$ cat src/rtl/kill_rst_seq.sv
// Reset sequencer: turns monitor kill requests into a timed core reset, waits for
// the reset-handler fetch, and records the kill cause and a saturating kill count.
module kill_rst_seq #(
    parameter int unsigned N_SRC           = 4,
    parameter logic [15:0] RESET_HANDLER   = 16'hFFFE,
    parameter int unsigned HOLD_CYCLES     = 8,
    parameter int unsigned RELEASE_TIMEOUT = 256
) (
    input  logic             clk,
    input  logic             rst_n,
    input  logic [N_SRC-1:0] kill_req,
    input  logic [15:0]      pc,
    output logic             sys_rst,
    output logic [N_SRC-1:0] rst_cause,
    output logic [7:0]       kill_cnt,
    output logic             timeout_err,
    output logic             busy
);

    localparam int unsigned HOLD_W = $clog2(HOLD_CYCLES + 1);
    localparam int unsigned TMO_W  = $clog2(RELEASE_TIMEOUT + 1);

    typedef enum logic [1:0] {
        ST_IDLE,
        ST_ASSERT,
        ST_RELEASE
    } state_t;

    state_t             state_q, state_d;
    logic [HOLD_W-1:0]  hold_q, hold_d;
    logic [TMO_W-1:0]   tmo_q, tmo_d;
    logic [N_SRC-1:0]   cause_d;
    logic [7:0]         cnt_d;
    logic               terr_d;

    // Next-state and next-value logic for all registered outputs
    always_comb begin
        state_d = state_q;
        hold_d  = hold_q;
        tmo_d   = tmo_q;
        cause_d = rst_cause;
        cnt_d   = kill_cnt;
        terr_d  = timeout_err;
        case (state_q)
            ST_IDLE: begin
                if (|kill_req) begin
                    state_d = ST_ASSERT;
                    cause_d = kill_req;
                    hold_d  = '0;
                    if (kill_cnt != 8'hFF) begin
                        cnt_d = kill_cnt + 8'd1;
                    end
                end
            end
            ST_ASSERT: begin
                cause_d = rst_cause | kill_req;
                if (hold_q == HOLD_W'(HOLD_CYCLES - 1)) begin
                    state_d = ST_RELEASE;
                    tmo_d   = '0;
                end else begin
                    hold_d = hold_q + HOLD_W'(1);
                end
            end
            ST_RELEASE: begin
                cause_d = rst_cause | kill_req;
                // Handler fetch beats a timeout landing on the same edge
                if (pc == RESET_HANDLER) begin
                    state_d = ST_IDLE;
                end else if (tmo_q == TMO_W'(RELEASE_TIMEOUT - 1)) begin
                    state_d = ST_ASSERT;
                    terr_d  = 1'b1;
                    hold_d  = '0;
                end else begin
                    tmo_d = tmo_q + TMO_W'(1);
                end
            end
            default: begin
                state_d = ST_IDLE;
            end
        endcase
    end

    // State and output registers with synchronous active-low reset
    always_ff @(posedge clk) begin
        if (!rst_n) begin
            state_q     <= ST_IDLE;
            hold_q      <= '0;
            tmo_q       <= '0;
            sys_rst     <= 1'b0;
            rst_cause   <= '0;
            kill_cnt    <= '0;
            timeout_err <= 1'b0;
            busy        <= 1'b0;
        end else begin
            state_q     <= state_d;
            hold_q      <= hold_d;
            tmo_q       <= tmo_d;
            sys_rst     <= (state_d == ST_ASSERT);
            rst_cause   <= cause_d;
            kill_cnt    <= cnt_d;
            timeout_err <= terr_d;
            busy        <= (state_d != ST_IDLE);
        end
    end

endmodule

$ cat config.mk
export PLATFORM = sky130hd
export DESIGN_NAME = kill_rst_seq
export DESIGN_NICKNAME = d
export VERILOG_FILES = /design/src/rtl/kill_rst_seq.sv
export SDC_FILE = /design/constraint.sdc
export NUM_CORES = 1
export LEC_CHECK = 0
export BUFFER_PORTS_ARGS = -buffer_cell sky130_fd_sc_hd__buf_2
export CAP_MARGIN = 25
export CELL_PAD_IN_SITES_DETAIL_PLACEMENT = 1
export CELL_PAD_IN_SITES_GLOBAL_PLACEMENT = 1
export CORE_MARGIN = 5
export CORE_UTILIZATION = 45
export CTS_BUF_LIST = sky130_fd_sc_hd__clkbuf_4
export CTS_CLUSTER_DIAMETER = 40
export DETAILED_ROUTE_END_ITERATION = 8
export GPL_TIMING_DRIVEN = 0
export PLACE_DENSITY = 0.83
export SLEW_MARGIN = 20
export SYNTH_ARGS = -nofsm -noshare
export SYNTH_HDL_FRONTEND = slang
export SYNTH_SLANG_ARGS = --single-unit
$ cat constraint.sdc
create_clock -name clk -period 5.7 [get_ports clk]
set_input_delay 1.14 -clock clk [delete_from_list [all_inputs] [get_ports clk]]
set_output_delay 1.14 -clock clk [all_outputs]
set_load 0.01 [all_outputs]
After elaboration in Yosys (flattened, before gate mapping)
Cells that the tools add are included.
{"block": "totals", "register_bits": 30, "latch_bits": 0, "ram_bits": 0, "mem_bits_ro": 0, "inputBits": 22, "output_inout_bits": 15, "word_cells": 54, "mem_count": 0}
{"block": "classes", "n_addsub": 3, "n_mul": 0, "div": 0, "magnitude_cmp": 0, "n_eq_ne": 13, "n_shift": 0, "muxes": 16, "n_bitwise": 2, "reduce_logical": 12}
{"op": "two-way mux 9 bit", "count": 3}
{"op": "two-way mux 4 bit", "count": 5}
{"op": "one-hot mux 9 bit (2 select lines)", "count": 1}
{"op": "equality test 16 bit, second input constant", "count": 1}
{"op": "!= test 2 bit, second input constant", "count": 6}
{"op": "one-hot mux 4 bit (3 select lines)", "count": 1}
{"op": "adder 9 x 1 -> 9 bit, second input constant", "count": 1}
{"op": "equality test 9 x 8 -> 1 bit, second input constant", "count": 1}
{"op": "adder 8 x 1 -> 8 bit, second input constant", "count": 1}
{"op": "two-way mux 2 bit", "count": 4}
{"op": "!= test 8 bit, second input constant", "count": 1}
{"op": "one-hot mux 4 bit (2 select lines)", "count": 1}
{"op": "one-hot mux 2 bit (3 select lines)", "count": 1}
{"op": "AND reduction 3 bit", "count": 2}
{"op": "nonzero test 2 bit", "count": 3}
{"op": "AND reduction 5 bit", "count": 1}
{"op": "adder 4 x 1 -> 4 bit, second input constant", "count": 1}
{"op": "equality test 2 x 1 -> 1 bit, second input constant", "count": 2}
{"op": "equality test 4 x 3 -> 1 bit, second input constant", "count": 1}
{"op": "OR 4 bit", "count": 1}
{"op": "AND reduction 4 bit", "count": 1}
{"op": "OR reduction 4 bit", "count": 1}
{"op": "nonzero test 3 bit", "count": 1}
{"op": "equality test 2 bit, second input constant", "count": 1}
{"op": "4 further kinds", "count": 4}

Logic depth before layout (Yosys ltp)
{"block": "logic_depth", "word_depth": 5, "ltp_mapped": 10, "mapped_depth_nobuf": 9}

Worst setup path before layout
Ideal clock, no wire load.
{"block": "synth_timing", "kind": "input -> register", "start": "input port pc[0]", "end": "register tmo_q[2]", "setup_ps": 120, "arrival_ps": 2369, "required_ps": 5580, "path_slack_ps": 3211, "stages": 6, "n_path_buf": 1, "path_cell_list": "nand4b_4 o41ai_4 or3_1 buf_6 nor3b_2 o31a_1"}
{"block": "synth_via", "elab_chain_cells": 3}
{"item": "start: declaration", "line": "12", "source": "input logic [15:0] pc,"}
{"item": "equality test 16 bit", "line": "67", "source": "if (pc == RESET_HANDLER) begin"}
{"item": "!= test 2 bit (no line)"}
{"item": "AND reduction 4 bit (no line)"}
{"item": "end signal: assignment", "line": "97", "source": "tmo_q <= tmo_d;"}
{"item": "end: declaration", "line": "31", "source": "logic [TMO_W-1:0] tmo_q, tmo_d;"}
Every way passes these cells.
A chain may end at the register's enable or synchronous reset.

Worst setup path in the final report
{"block": "layout_timing", "start": "register tmo_q[0]", "end": "register hold_q[3]"}
{"block": "layout_via", "elab_chain_cells": 3}
{"item": "equality test 9 x 8 -> 1 bit", "line": "69", "source": "end else if (tmo_q == TMO_W'(RELEASE_TIMEOUT - 1)) begin"}
{"item": "!= test 2 bit (no line)"}
{"item": "AND reduction 5 bit (no line)"}
{"item": "end signal: assignment", "line": "96", "source": "hold_q <= hold_d;"}
{"item": "end: declaration", "line": "30", "source": "logic [HOLD_W-1:0] hold_q, hold_d;"}
Every way passes these cells.

==> out/metrics.yaml <==
status:
  outcome: "completed"
clock_tree:
  ctsResizeCount: 0
  cts_tree: "built"
  holdBufCountCts: 0
  cts_root_buf: "clkbuf_4"
  cts_sinks: 30
  clk_latency_ns: 0.34
  clkTransAtPathRegs_ns: 0.10
  cts_buffers: 5
  post-cts-setup-buffer-count: 0
  cts_buffer_depth: 2
  htree_levels: 2
pwr:
  p_leak_uw: 0.000847
  power.total_uw: 468
  peakVddDrop_mv: 0.139
  power_density_nw_per_um2: 232
timing:
  worst_pin_slew_ns: 0.486
  fin_skew_ns: 0.00864
  relSlewSlack_pct: 67.5
  fmax_ghz: 0.364
  min_period_ns: 2.75
  fin_crit_sh_pct: 48.2
  slew_violations: 0
  hold_violations: 0
  setup_viol: 0
  rsz0062_at_grt: "false"
  tns_ns: 0
worst_setup_path:
  critPathMostFrequentCell: "and3_1"
  end_kind: "register"
  r2r_start: "tmo_q[0]$_SDFFE_PN0P_"
  cpPeakStageDelay_ns: 0.53
  crit_chain: "ha_1 -> and3_1 -> and3_1 -> and3_1 -> ha_1 -> o41ai_2 -> a2111oi_4 -> nand2_1 -> o32ai_1"
  crit_arrival_ns: 3.00
  start_kind: "register"
  critPathKind: "reg2reg"
  crit_family: "compound AO/OA/AOI/OAI gates"
  slowest_stage: "a2111oi_4"
  critical_path_required_ns: 5.95
  crit_start: "tmo_q[0]$_SDFFE_PN0P_"
  crit_buf_inv: 0
  cp_max_fo: 7
cells_and_area:
  final_nets: 258
  num_antenna_cells: 0
  areaGrowthSynthToFinish_pct: 18.3
  final_area_sq_um: 2020
  finalNonFillerCells: 277
  layout_commonest_cell: "buf_2"
  drive_gt1_share_pct: 23.6
  mostFrequentLayoutCells: "buf_2, dfxtp_1, nor2b_1"
route:
  vias: 1574
  drt-total-wl_mm: 4.69
  drt_first_pass_iters: 4
  drc: 0
  routedWlPerCell_microns: 16.9
  vias_per_cell: 5.68
  drtIter0Drc: 77
  postRouteAntennaNets: 0
synth:
  synth_top_area_cell: "dfxtp_1"
  ys_ff_latch: 30
  ys_seq_area_share_pct: 35.2
  netlist_area_sq_um: 1710
  synth_area_leaders: "dfxtp_1, ha_1, nor2b_1"
  syn_avg_cell_area_sq_um: 9.18
  synth_nets: 216
  synth_edf_count: 0
  yosysWarningCount: 0
  synth_top_area_share_pct: 35.2
  synth.distinct_cells: 50
  synthCells: 186
  async_reset_ff_share_pct: 0
  synth_ff_type: "dfxtp_1"
min_path:
  worstHoldPathType: "reg2reg"
  hold_start: "timeout_err$_SDFFE_PN0P_"
global_routing:
  grt_pass1_wl_mm: 7.69
  grt_use_total_pct: 19.0
  grt_pass1_vias: 1634
  grt_overflow: 0
  grt_max_degree: 11
  antenna_found_initial: 0
die:
  io_pins: 37
  dieArea_sq_um: 5130
  rows: 22
  initial_core_util_pct: 46.7
  die_w_microns: 71.6
  core-area_sq_um: 3660
  die_y_microns: 71.6
place:
  place_inst: 269
  dpl-instance-area_sq_um: 1940
  port_buffers: 35
  dp_hpwl_mm: 3.54
  place.gp.congestion: 0.778
flow_run:
  cap_violations: 0
[routing by layer]
layer / track usage, % / vias up / part of all wire (%) / routed length [microns]
li1: - / 769 / - / -
met1: 20.6 / 747 / 42 / 1970
met2: 34.1 / 50 / 51 / 2390
met3: 6.03 / 8 / 5.7 / 269
met4: 7.52 / 0 / 1.4 / 65
met5: 0 / - / 0 / 0
[path summary, 6_finish.rpt]
kind / to / slack, ns / cells past startpoint
setup / recovery: hold_q[3]$_SDFFE_PN0P_ / 2.95 / 9
hold / removal: timeout_err$_SDFFE_PN0P_ / 0.49 / 1
setup reg to reg: hold_q[3]$_SDFFE_PN0P_ / 2.95 / 9
hold reg to reg: timeout_err$_SDFFE_PN0P_ / 0.49 / 1
[cell usage after synthesis (2+ instances only)]
master	n
dfxtp_1	30
nor2b_1	11
and2_1	9
inv_1	9
nand2_1	9
nand3_1	9
ha_1	8
a21oi_1	7
and3_1	6
nand4_1	6
nor3_1	6
a21boi_0	5
clkbuf_1	5
nor2_1	5
xor2_1	5
nand2b_1	4
nand3b_1	4
nand4b_1	4
o2111ai_1	3
o21a_1	3
o21ai_0	3
or3_1	3
a21o_1	2
a31oi_1	2
o221ai_1	2
o22ai_1	2
[area by class of cell]
| cell class | instances | area [sq um] |
|---|---|---|
| Inverter | 9 | 33.8 |
| Timing Repair Buffer | 35 | 175 |
| Clock buffer | 5 | 37.5 |
| Sequential cell | 30 | 601 |
| Multi-Input combinational cell | 139 | 1020 |
| Clock inverter | 3 | 40.0 |
| Fill cell | 445 | 1640 |
| Tap cell | 48 | 60.1 |
| Buffer | 8 | 50.0 |
[power breakdown]
part           leakage, uW  total [uW]  internal [uW]  switching [uW]
Combinational     0.000558        69.6           30.6            39.1
Sequential        0.000244         228            220            8.37
Clock            0.0000450         170           90.7            79.5
[through the flow]
stage / hold WS [ns] / worst slack (ns) / util (%)
2_1_floorplan: 0.467 / 3.21 / -
3_3_place_gp: 0.449 / 2.97 / 53.1
3_5_place_dp: 0.459 / 2.93 / 53.1
4_1_cts: 0.491 / 2.99 / 55.2
5_1_grt: 0.520 / 2.73 / 55.2
6_report: 0.493 / 2.95 / 55.2
[sequential cells by signal (all words and copies together), names as in the netlist]
name,flops
hold_q,4
timeout_err,1
rst_cause,4
busy,1
kill_cnt,8
tmo_q,9
state_q,2
sys_rst,1
[logic make-up (layout without fill, tap and decap cells)]
family / Yosys count / count (layout) / synth area share [%]
DFF: 30 / 30 / 35.2
AOI/OAI and AO/OA: 42 / 42 / 20.7
adders and majority gates: 8 / 8 / 5.86
muxes: 1 / 1 / 0.586
xor gates and xnor gates: 6 / 6 / 3.08
and+or+nand+nor: 82 / 82 / 29.7
buffers and inverters: 17 / 60 / 4.91
(Power assumes the default switching activity.)
